File: src/rtl/sincronizador_filtro.sv
// sincronizador_filtro
// Multi-channel conditioner for asynchronous external lines (sensors,
// end-stop switches, push-buttons). Each channel passes through an
// N_ESTAGIOS flop synchroniser, then a counter-based debounce filter that
// only accepts a new level after it has persisted DEBOUNCE_CICLOS
// consecutive clocks, and finally produces registered rise/fall pulses
// coincident with the accepted level change.
//
// Ports:
//   clk        system clock, all logic on its rising edge
//   rst        asynchronous, active-high reset
//   signal_in  raw asynchronous inputs, one bit per channel
//   signal_out synchronised, debounced level (registered)
//   rise_pulse one-cycle pulse on each accepted 0->1 of signal_out
//   fall_pulse one-cycle pulse on each accepted 1->0 of signal_out
module sincronizador_filtro #(
  parameter int                  N_CANAIS        = 4,
  parameter int                  N_ESTAGIOS      = 2,
  parameter int                  DEBOUNCE_CICLOS = 4,
  parameter logic [N_CANAIS-1:0] VALOR_RESET     = {N_CANAIS{1'b0}}
) (
  input  logic                clk,
  input  logic                rst,
  input  logic [N_CANAIS-1:0] signal_in,
  output logic [N_CANAIS-1:0] signal_out,
  output logic [N_CANAIS-1:0] rise_pulse,
  output logic [N_CANAIS-1:0] fall_pulse
);

  localparam int CNT_W = (DEBOUNCE_CICLOS > 1) ? $clog2(DEBOUNCE_CICLOS) : 1;
  localparam logic [CNT_W-1:0] CNT_MAX = CNT_W'(DEBOUNCE_CICLOS - 1);
  localparam logic [CNT_W-1:0] CNT_ONE = CNT_W'(1);

  generate
    if (N_ESTAGIOS < 2) begin : g_err_estagios
      $error("sincronizador_filtro: N_ESTAGIOS must be >= 2");
    end
    if (DEBOUNCE_CICLOS < 1) begin : g_err_debounce
      $error("sincronizador_filtro: DEBOUNCE_CICLOS must be >= 1");
    end
  endgenerate

  for (genvar c = 0; c < N_CANAIS; c++) begin : g_canal
    logic [N_ESTAGIOS-1:0] chain;
    logic [CNT_W-1:0]      cnt;
    logic                  sync;
    logic                  level;
    logic                  rise;
    logic                  fall;
    logic                  differs;
    logic                  accept;

    // Oldest flop of the chain is the only one safe to use downstream.
    assign sync    = chain[N_ESTAGIOS-1];
    assign differs = (sync != level);
    // cnt reaching CNT_MAX while still different means the new level has
    // been seen for DEBOUNCE_CICLOS consecutive edges, this one included.
    assign accept  = differs && (cnt == CNT_MAX);

    always_ff @(posedge clk or posedge rst) begin
      if (rst) begin
        chain <= {N_ESTAGIOS{VALOR_RESET[c]}};
        cnt   <= '0;
        level <= VALOR_RESET[c];
        rise  <= 1'b0;
        fall  <= 1'b0;
      end else begin
        // Synchroniser stage: shift the raw input in at bit 0.
        chain <= {chain[N_ESTAGIOS-2:0], signal_in[c]};

        // Debounce stage: any return to the current level drops the count,
        // so partial credit is never kept; acceptance also clears it,
        // which keeps the counter from ever wrapping.
        if (!differs || accept) begin
          cnt <= '0;
        end else begin
          cnt <= cnt + CNT_ONE;
        end

        if (accept) begin
          level <= sync;
        end

        // Edge stage: pulses are registered with the level update so they
        // line up with the new signal_out value and last one cycle.
        rise <= accept &&  sync;
        fall <= accept && !sync;
      end
    end

    assign signal_out[c] = level;
    assign rise_pulse[c] = rise;
    assign fall_pulse[c] = fall;
  end

endmodule
File: config.mk
export PLATFORM = sky130hd
export DESIGN_NAME = sincronizador_filtro
export DESIGN_NICKNAME = d
export VERILOG_FILES = /design/src/rtl/sincronizador_filtro.sv
export SDC_FILE = /design/constraint.sdc
export NUM_CORES = 1
export LEC_CHECK = 0
export ABC_CLOCK_PERIOD_IN_PS = 1200
export CELL_PAD_IN_SITES_DETAIL_PLACEMENT = 2
export CELL_PAD_IN_SITES_GLOBAL_PLACEMENT = 2
export CORE_ASPECT_RATIO = 0.5
export CORE_UTILIZATION = 34
export CTS_CLUSTER_SIZE = 24
export DETAILED_ROUTE_END_ITERATION = 8
export PLACE_DENSITY_LB_ADDON = 0.3
export RECOVER_POWER = 100
export SYNTH_ARGS = -nofsm -noshare
export SYNTH_HDL_FRONTEND = slang
export SYNTH_SLANG_ARGS = --single-unit
export TNS_END_PERCENT = 50
File: constraint.sdc
create_clock -name clk -period 1.2 [get_ports clk]
set_input_delay 0.36 -clock clk [delete_from_list [all_inputs] [get_ports clk]]
set_output_delay 0.36 -clock clk [all_outputs]
set_load 0.1 [all_outputs]
==> metrics.txt <==
status=finished with violations; failing checks=negative setup slack; RR Endpoint=g_canal[1].cnt[0]; Root Driver=clkbuf_8; R2R Setup Slk=0.15 ns; kind of critical path=reg -> out; Die Y-Extent=41.2 µm; Iteration-0 DRC Markers=33; Crit-path slowest cell=dfrtp_2; CP Launch Type=register; Critical Path Sink=signal_out[2]; CTS tree=done; Nets=102; delay-heaviest family, CP=flip-flops; GRT busiest layer=met2; multi-input gate area in the final layout=220 µm²; Lkg Pwr=0.611 nW; Routed WL=1790 µm; crit-path max cell delay=0.43 ns; reg2reg start=g_canal[1].level; maxcap violations=0; setup total negative slack=-0.124 ns; mean post-synth cell area=13.6 µm²; clock input transition at the sequential cells of the worst setup and hold paths=0.08 ns; CTS sink count=28; met2 Usage GRT=25.4%; Distinct cells, synth=11; syn_nets=87; Critical Path AT=0.87 ns; TritonRoute pass-1 iters=3; initial core utilization=38.0%; Post-Synthesis Cells=77; total vias in the final route=557; Clock Latency Late Sink=0.26 ns; row count=13; critical path peak fanout=2; RSZ-0062 raised after global routing=true; Layout fillers=255; Layout Skew=0.00128 ns; worst slew pin tran=0.665 ns; Final Max Slew Viols=0; Synth Register Bits=28; Reg2Reg Depth=3; CP Cell Sequence=buf_12; DRC viols=0; core area=0.00275 mm²; vias per cell=4.39; wire per inst=14.1 µm; Peak VDD IR=0.00131 V; Worst Setup Slack, final=-0.0289 ns; Worst setup EP type=output port; final hold viol count=0; Max clock buf depth=2; Critical Path Start=g_canal[2].level; # diodes=0; pwr dens=2350 mW/mm²; post-synthesis sequential area ratio=67.1%; WP depth=1; M3 GR Usage=6.89%; largest net degree at the start of global routing=29; register area=706 µm²; Rel. slew slack=55.7%; Cell Area, Synth=0.00104 mm²; Buf/Inv on CP=1; largest cells by area after synthesis=dfrtp_1 (67%), buf_4 (8.6%), ha_1 (4.8%), nor3b_2 (4.8%), xnor2_1 (3.4%); die area=0.00331 mm²; number of global-route vias before repair=635; WP data required=0.84 ns; hold slack final=0.356 ns; grt ovf=0; HPWL after DPL=1420 µm; TritonCTS buffer count=3; Yosys top cell area share=67.1%; Setup Viol. Count Final=8; post-route clock period utilization=102%; Die Wd=80.4 µm; H-Tree Depth=1; gp weighted congestion=0.645; Synthesis Warnings=0; total track usage=13.6%; Final min period=1.23 ns; Area Growth Syn to Fin=28.9%; worst hold path class=reg -> reg; Fmax achieved=0.814 GHz; ANT nets after route=0; met1 Use GR=14.2%; area leader, netlist=dfrtp_1; io pins=18; PortBufs=17; first-pass GRT wire length=2970 µm; layout cell share with drive strength beyond 1=24.4%; initial antenna violation count=0; # hold bufs at CTS=0
==> where the power goes <==
group          internal [mW]  leakage, nW  total, mW  switching, mW
sequential              1.15        0.353       1.30          0.146
clock                  0.225       0.0216      0.474          0.250
combinational          0.526        0.237       1.40          0.871
total                   1.90        0.611       3.17           1.27
==> state kept, by name, indices dropped and copies added, names as in the netlist <==
register and flops:
g_canal.chain 8, g_canal.cnt 8, g_canal.fall 4, g_canal.level 4
g_canal.rise 4
==> worst min path at each step <==
stage                              startpoint                   to  slack (ns)  cells after the start
after floorplan           g_canal[0].chain[0]  g_canal[0].chain[1]        0.33                      0
after global placement    g_canal[0].chain[0]  g_canal[0].chain[1]        0.33                      0
after detailed placement  g_canal[2].chain[0]  g_canal[2].chain[1]        0.34                      0
after CTS                 g_canal[2].chain[0]  g_canal[2].chain[1]        0.36                      0
after global routing      g_canal[2].chain[0]  g_canal[2].chain[1]        0.37                      0
final                     g_canal[2].chain[0]  g_canal[2].chain[1]        0.36                      0
==> synthesized netlist by cell type <==
library cell,count
nor2_1,4
inv_1,5
buf_4,12
nor3b_2,4
nor3_1,4
nor3b_1,4
o21ai_0,4
ha_1,4
dfrtp_1,28
xnor2_1,4
nand2_1,4
==> logic make-up after synthesis <==
| family | share of synthesized area (%) |
|---|---|
| flops | 67.1 |
| simple gates | 12.5 |
| buf+inv | 10.4 |
| compound gates | 1.92 |
| xor+xnor | 3.35 |
| fa+ha+maj | 4.79 |
==> cell usage in the layout, fill, tap and decap left out, types with 3 or more instances in the layout <==
| cell | instances |
|---|---|
| nor3b_1 | 7 |
| dlygate4sd3_1 | 4 |
| buf_12 | 12 |
| nand2_1 | 4 |
| nor2_1 | 4 |
| clkbuf_1 | 3 |
| ha_1 | 4 |
| nor3_1 | 4 |
| dfrtp_1 | 24 |
| xnor2_1 | 4 |
| clkbuf_8 | 3 |
| inv_1 | 5 |
| o21ai_0 | 4 |
| dfrtp_2 | 4 |
==> repair_timing <==
action,in CTS,in global routing
setup endpoints to repair,12,12
setup buffers,4,0
resized for setup,4,0
==> metal layers <==
metal  routed length, µm  up-vias  part of all wire [%]
met5                   0        -                     0
met4                  10        0                  0.56
met3                 110        2                   6.1
met2                 917       15                    51
met1                 751      277                    42
li1                    -      263                     -
==> worst reg2reg max path, cell delays in order (launching register included) <==
cell	delay, ns
dfrtp_2	0.43
clkbuf_1	0.14
xnor2_1	0.28
nor3_1	0.08
==> per-stage QoR <==
| step | instance area, µm² | power [mW] | setup slack (ns) | utilization [%] | std cells |
|---|---|---|---|---|---|
| after detailed placement | 1310 | 2.70 | 0.148 | 47.7 | 120 |
| after floorplan | 1040 | 2.28 | 0.174 | - | 77 |
| after CTS | 1390 | 3.29 | -0.0438 | 50.5 | 127 |
| final | 1350 | 3.17 | -0.0289 | 49.0 | 127 |
| after global placement | 1310 | 2.59 | 0.230 | 47.7 | 120 |
| after global routing | 1350 | 3.36 | -0.0641 | 49.0 | 127 |
==> final cells by class <==
cell class	count	share of cell area [%]
Multi-Input combinational cell	32	16.4
Timing Repair Buffer	22	23.3
Clock buffer	3	3.07
Sequential cell	28	52.4
Tap cell	37	3.44
Inverter	5	1.39
Note: power is estimated with default switching activity, not from simulation.
